===== config.mk =====
export PLATFORM = sky130hd
export DESIGN_NAME = sa_row_skew_feeder
export DESIGN_NICKNAME = d
export VERILOG_FILES = /design/src/rtl/sa_row_skew_feeder.sv
export SDC_FILE = /design/constraint.sdc
export NUM_CORES = 1
export LEC_CHECK = 0
export CAP_MARGIN = 20
export CORE_MARGIN = 4
export CORE_UTILIZATION = 40
export CTS_BUF_LIST = sky130_fd_sc_hd__clkbuf_2
export DETAILED_ROUTE_END_ITERATION = 6
export GPL_TIMING_DRIVEN = 0
export PLACE_DENSITY = 0.68
export SYNTH_ARGS = -nofsm -noshare
export SYNTH_HDL_FRONTEND = slang
export SYNTH_SLANG_ARGS = --single-unit
export TNS_END_PERCENT = 10

===== constraint.sdc =====
create_clock -name clk -period 2.8 [get_ports clk]
set_input_delay 0.56 -clock clk [delete_from_list [all_inputs] [get_ports clk]]
set_output_delay 0.56 -clock clk [all_outputs]
set_load 0.05 [all_outputs]

===== src/rtl/sa_row_skew_feeder.sv =====
`default_nettype none
// sa_row_skew_feeder: skews each accepted beat across ROWS PE rows, row r delayed by r+1 cycles.
// Optional macro SA_FEEDER_ZERO_GATE_EN zeroes a row's out_a whenever its out_en is low.
module sa_row_skew_feeder #(
   parameter int ELEM_BITS = 8,
   parameter int ROWS      = 4
) (
   input  logic                      clk,
   input  logic                      rstn,
   input  logic                      in_valid,
   output logic                      in_ready,
   input  logic [ROWS*ELEM_BITS-1:0] in_data,
   input  logic                      in_last,
   output logic [ROWS*ELEM_BITS-1:0] out_a,
   output logic [ROWS-1:0]           out_en,
   output logic                      busy,
   output logic                      done
);

   localparam int CNT_W = (ROWS > 1) ? $clog2(ROWS) : 1;

   localparam logic [1:0] S_IDLE   = 2'd0;
   localparam logic [1:0] S_STREAM = 2'd1;
   localparam logic [1:0] S_DRAIN  = 2'd2;

   logic [1:0]       r_state;
   logic [1:0]       w_state_nxt;
   logic [CNT_W-1:0] r_cnt;
   logic             w_accept;
   logic             w_drain_end;

   assign w_accept    = in_valid && in_ready;
   assign w_drain_end = (r_state == S_DRAIN) && (r_cnt == '0);

   always_ff @(posedge clk or negedge rstn) begin
      if (!rstn) begin
         r_state <= S_IDLE;
      end else begin
         r_state <= w_state_nxt;
      end
   end

   always_comb begin
      w_state_nxt = r_state;
      case (r_state)
         S_IDLE, S_STREAM: begin
            if (w_accept) begin
               w_state_nxt = in_last ? S_DRAIN : S_STREAM;
            end
         end
         S_DRAIN: begin
            if (w_drain_end) begin
               w_state_nxt = S_IDLE;
            end
         end
         default: w_state_nxt = S_IDLE;
      endcase
   end

   always_comb begin
      in_ready = (r_state != S_DRAIN);
      busy     = (r_state == S_STREAM) || (r_state == S_DRAIN);
      done     = w_drain_end;
   end

   // Drain lasts ROWS cycles: the last row needs that long to flush the final beat.
   always_ff @(posedge clk or negedge rstn) begin
      if (!rstn) begin
         r_cnt <= '0;
      end else if (w_accept && in_last) begin
         r_cnt <= CNT_W'(ROWS - 1);
      end else if ((r_state == S_DRAIN) && (r_cnt != '0)) begin
         r_cnt <= r_cnt - 1'b1;
      end
   end

   for (genvar gr = 0; gr < ROWS; gr++) begin : g_row
      logic [ELEM_BITS-1:0] r_dat [0:gr];
      logic [gr:0]          r_vld;

      // Stage 0 data only updates on acceptance, so unaccepted beats never enter the line.
      always_ff @(posedge clk or negedge rstn) begin
         if (!rstn) begin
            r_vld <= '0;
            for (int k = 0; k <= gr; k++) begin
               r_dat[k] <= '0;
            end
         end else begin
            r_vld[0] <= w_accept;
            if (w_accept) begin
               r_dat[0] <= in_data[gr*ELEM_BITS +: ELEM_BITS];
            end
            for (int k = 1; k <= gr; k++) begin
               r_vld[k] <= r_vld[k-1];
               r_dat[k] <= r_dat[k-1];
            end
         end
      end

      assign out_en[gr] = r_vld[gr];
`ifdef SA_FEEDER_ZERO_GATE_EN
      assign out_a[gr*ELEM_BITS +: ELEM_BITS] = r_vld[gr] ? r_dat[gr] : '0;
`else
      assign out_a[gr*ELEM_BITS +: ELEM_BITS] = r_dat[gr];
`endif
   end

endmodule
`default_nettype wire


# Word-level counts from Yosys, hierarchy flattened

Cells that the tools add are included.

Reduce and logical (&&, ||, !) cells: 11
$add $sub $neg: 1
Eq/ne operators: 5
Muxes and demuxes: 6

Operator list:

| kind                                                                | count |
|---|---|
| 2-bit 2-to-1 mux                                                    | 5 |
| 2-bit inequality test (second input constant)                       | 3 |
| 1-bit logical AND                                                   | 4 |
| 2-bit logical NOT                                                   | 2 |
| 2-bit one-hot mux with 2 select lines                               | 1 |
| 2-bit nonzero test                                                  | 2 |
| 2-bit by 1-bit == test with 1-bit output (second input constant)    | 1 |
| 2-bit == test (second input constant)                               | 1 |
| 2-bit AND reduction                                                 | 1 |
| 2-bit OR reduction                                                  | 1 |
| 2-bit by 1-bit subtractor with 2-bit output (second input constant) | 1 |
| 1-bit logical OR                                                    | 1 |

Flip-flop bits (word level): 94
Bits of input ports: 36

# Logic depth before layout (Yosys ltp)

Word-level depth: 4
Depth in mapped cells: 7
Mapped depth without buffers: 5

# Worst setup path before layout

OpenSTA, ideal clock, no wires.

Kind: register to output
Start: reg r_state[0]
End: out done
Path buffers: 0
Stages on the path, launching flop included: 4
Slack: 1283 ps
Arrival: 957 ps
Cells stage by stage: dfrtp_1 inv_1 ha_1 and2_2

Word-level cells in the longest chain between the ends: 2

Ends and longest elaborated chain:

| element                  | RTL line | RTL |
|---|---|---|
| start: declaration       | 26       | `logic [1:0] r_state;` |
| start signal: assignment | 39       | `r_state <= w_state_nxt;` |
| 2-bit == test            | 33       | `assign w_drain_end = (r_state == S_DRAIN) && (r_cnt == '0);` |
| 1-bit logical AND        | 33       |  |
| end: declaration         | 17       | `output logic done` |

No other way between the ends.

# Worst setup path after layout

Same ends and word-level chain as after synthesis.

==> metrics.md <==
| Metric | Value |
|---|---|
| Synth Flop Type | `dfrtp_1` |
| Asr flop ratio synth | `1.000` |
| CP max-delay cell | `dlygate4sd2_1` |
| Largest area contributor in the netlist | `dfrtp_1` |
| Fin crit period | `2572 ps` |
| Hold endpoint | `out_a[19]$_DFF_PN0_` |
| Avg Synthesized Cell Area | `17.92 um^2` |
| Setup CP Type | `flop to output pin` |
| Fraction of layout cells with a size suffix above 1 | `0.3030` |
| Die X-Extent | `95.78 um` |
| Hold wc startpoint | `g_row[2].r_dat[11]$_DFF_PN0_` |
| CP Buf/Inv Count | `2` |
| Pre-CTS WS | `554.5 ps` |
| Crit path launch type | `flop` |
| Critical Path AT | `2010 ps` |
| Reg2reg start | `r_state[0]$_DFFE_PN0P_` |
| Hold WC Path Type | `flop to flop` |
| Post-Syn Instances | `172` |
| I/O Buffers | `74` |
| Area delta synth->final | `32.12%` |
| Worst-skew pair later-pin latency | `510 ps` |
| Initial Util | `0.4182` |
| Worst setup margin | `227.9 ps` |
| Aggregate global routing overflow | `0` |
| Final count of negative-setup-slack endpoints | `0` |
| Maximum clock rate | `388.8 MHz` |
| Core Region | `0.007370 mm^2` |
| Final antenna-violating net count | `0` |
| Leakage Power | `1.887 nW` |
| Final period utilization | `0.9186` |
| Run status | `complete, no violations` |
| Diodes inserted | `0` |
| Worst Max-Slew Pin Slew | `545.0 ps` |
| Syn_nets | `212` |
| VDD IR-drop max | `486.4 uV` |
| Number of synthesized flops with an enable pin | `0` |
| Via Count | `1505` |
| Slew headroom | `0.6367` |
| Initial antenna violation count | `0` |
| Most frequent cell after synthesis | `dfrtp_1` |
| Routed WL | `4.436 mm` |
| Critical Path Fanout Max | `4` |
| Die footprint | `0.009173 mm^2` |
| Hold Slack | `349.3 ps` |
| DRT Pass-1 Iters | `3` |
| Worst r2r path cells | `6` |
| Ys Warns | `0` |
| Pwr/cell area | `1045 mW/mm^2` |
| TritonCTS clock tree | `yes` |
| Final Skew | `30.99 ps` |
| Vias in the first global route | `1563` |
| Post-layout util | `0.5525` |
| Crit path required time | `2240 ps` |
| Max Transition Viols Final | `0` |
| Main area contributors after synthesis | `dfrtp_1 (71%), mux2_4 (14%), buf_4 (6.1%)` |
| Max Cap Violations | `0` |
| Overall routing resource usage | `0.1078` |
| Top cells by count, synth | `dfrtp_1 (88), mux2_4 (28), buf_4 (25)` |
| Post-route setup TNS | `0 ps` |
| FF+latch count, synth | `88` |
| Clk buf depth | `2` |
| Register area share after synthesis | `0.7146` |
| Worst path cell trace | `inv_1 -> ha_1 -> and2_2 -> dlygate4sd2_1` |
| Hold-critical path depth | `0` |
| Reg clk slew, reported paths | `240 ps` |
| # clock sinks | `88` |
| H-tree levels | `3` |
| Max incr delay on CP | `530 ps` |
| Inserted Clock Buffers | `9` |
| Num ports | `75` |
| Initial DRC count | `26` |
| Reg-to-reg critical path endpoint | `g_row[1].r_dat[10]$_DFFE_PN0P_` |
| Reg2Reg Setup Slack | `1140 ps` |
| Top delay family on crit path | `buffers and inverters` |
| Detail Placement HPWL | `3.048 mm` |
| Top cell type's share of synthesized area | `0.7146` |
| Final hold vios | `0` |
| Post-detailed-route wirelength per cell | `12.22 um` |
| Final Cell Area | `0.004071 mm^2` |
| Via-to-Cell Ratio | `4.146` |
| RSZ-0062 raised after global routing | `false` |
| Root buffer cell | `clkbuf_2` |
| GP Congestion | `0.6396` |
| First-pass GRT wire length | `7.238 mm` |
| Pin count of the biggest net entering global routing | `46` |
| Synth unique cells | `19` |
| Area after DPL | `0.003964 mm^2` |
| DR DRC count | `0` |
| Netlist Area Pre-Place | `0.003082 mm^2` |
| Crit end category | `output pin` |
| Row count | `31` |
| Chip Height | `95.78 um` |
| Final nets | `299` |
## area by class of cell
cell class,count,area (um^2)
Fill cell,627,3298
Sequential cell,88,2202
Timing Repair Buffer,76,772.0
Multi-Input combinational cell,49,598.1
Buffer,29,259.0
Tap cell,99,123.9
Clock buffer,10,50.05
Clock inverter,6,43.79
Inverter,6,22.52
## layout by cell type, fill, tap and decap left out
master,count
a21oi_1,1
a2bb2o_1,1
and2_2,1
buf_12,4
buf_4,26
buf_6,1
clkbuf_2,10
clkdlybuf4s50_1,70
clkinv_1,1
clkinvlp_4,3
dfrtp_1,88
dlygate4sd2_1,1
dlygate4sd3_1,1
dlymetal6s2s_1,2
ha_1,4
inv_1,6
inv_6,2
mux2_2,4
mux2_4,28
nand2_1,3
nand2b_1,1
nor2_1,1
nor2b_2,1
o211ai_1,1
o21ai_0,1
o2bb2ai_1,1
xnor2_1,1
## per-layer routing
layer  up-vias  global-route usage  wire (um)
met3         9             0.06020        423
met1       730              0.1329       1835
met2        59              0.1587       2102
met5         -                   0          0
li1        707                   -          -
met4         0             0.04028         74
## repair_timing
action	4_1_cts	5_1_grt
buffers inserted	0	0
hold buffers	1	0
hold endpoints to repair	43	0
endpoints found under the setup margin	1	2
gates resized for setup	1	2
## how the worst max path moves through the flow
stage,depth (start not counted),slack [ps],start,endpoint
after global routing,4,80,r_state[0]$_DFFE_PN0P_,done
after detailed placement,4,550,r_state[0]$_DFFE_PN0P_,done
after global placement,1,-1870,rstn,g_row[1].r_dat[12]$_DFFE_PN0P_
after floorplan,3,1280,r_state[0]$_DFFE_PN0P_,done
after CTS,4,20,r_state[0]$_DFFE_PN0P_,in_ready
final,4,230,r_state[0]$_DFFE_PN0P_,done
## cell families after synthesis
kind of cell,count (synthesis),share of synthesized area
and+or+nand+nor,7,0.01218
DFF,88,0.7146
adders and majority gates,4,0.01624
buffers and inverters,35,0.09135
muxes,32,0.1510
xor gates and xnor gates,1,0.002843
AOI/OAI and AO/OA,5,0.01177
## through the flow
step	power [mW]	cells
3_5_place_dp	3.773	346
2_1_floorplan	3.219	172
4_1_cts	4.328	363
5_1_grt	4.495	363
3_3_place_gp	3.740	345
6_report	4.254	363
## flip-flops by register name, summed over array words and instances, names as in the netlist
name         cells
out_a           24
g_row.r_dat     56
r_cnt            2
g_row.r_vld      4
r_state          2
## power by group
group / switching (mW) / total (mW) / internal [mW]
clock network: 0.416 / 0.539 / 0.123
logic: 1.01 / 1.84 / 0.831
registers: 0.165 / 1.87 / 1.71
total: 1.59 / 4.25 / 2.66
(Power assumes the default switching activity.)
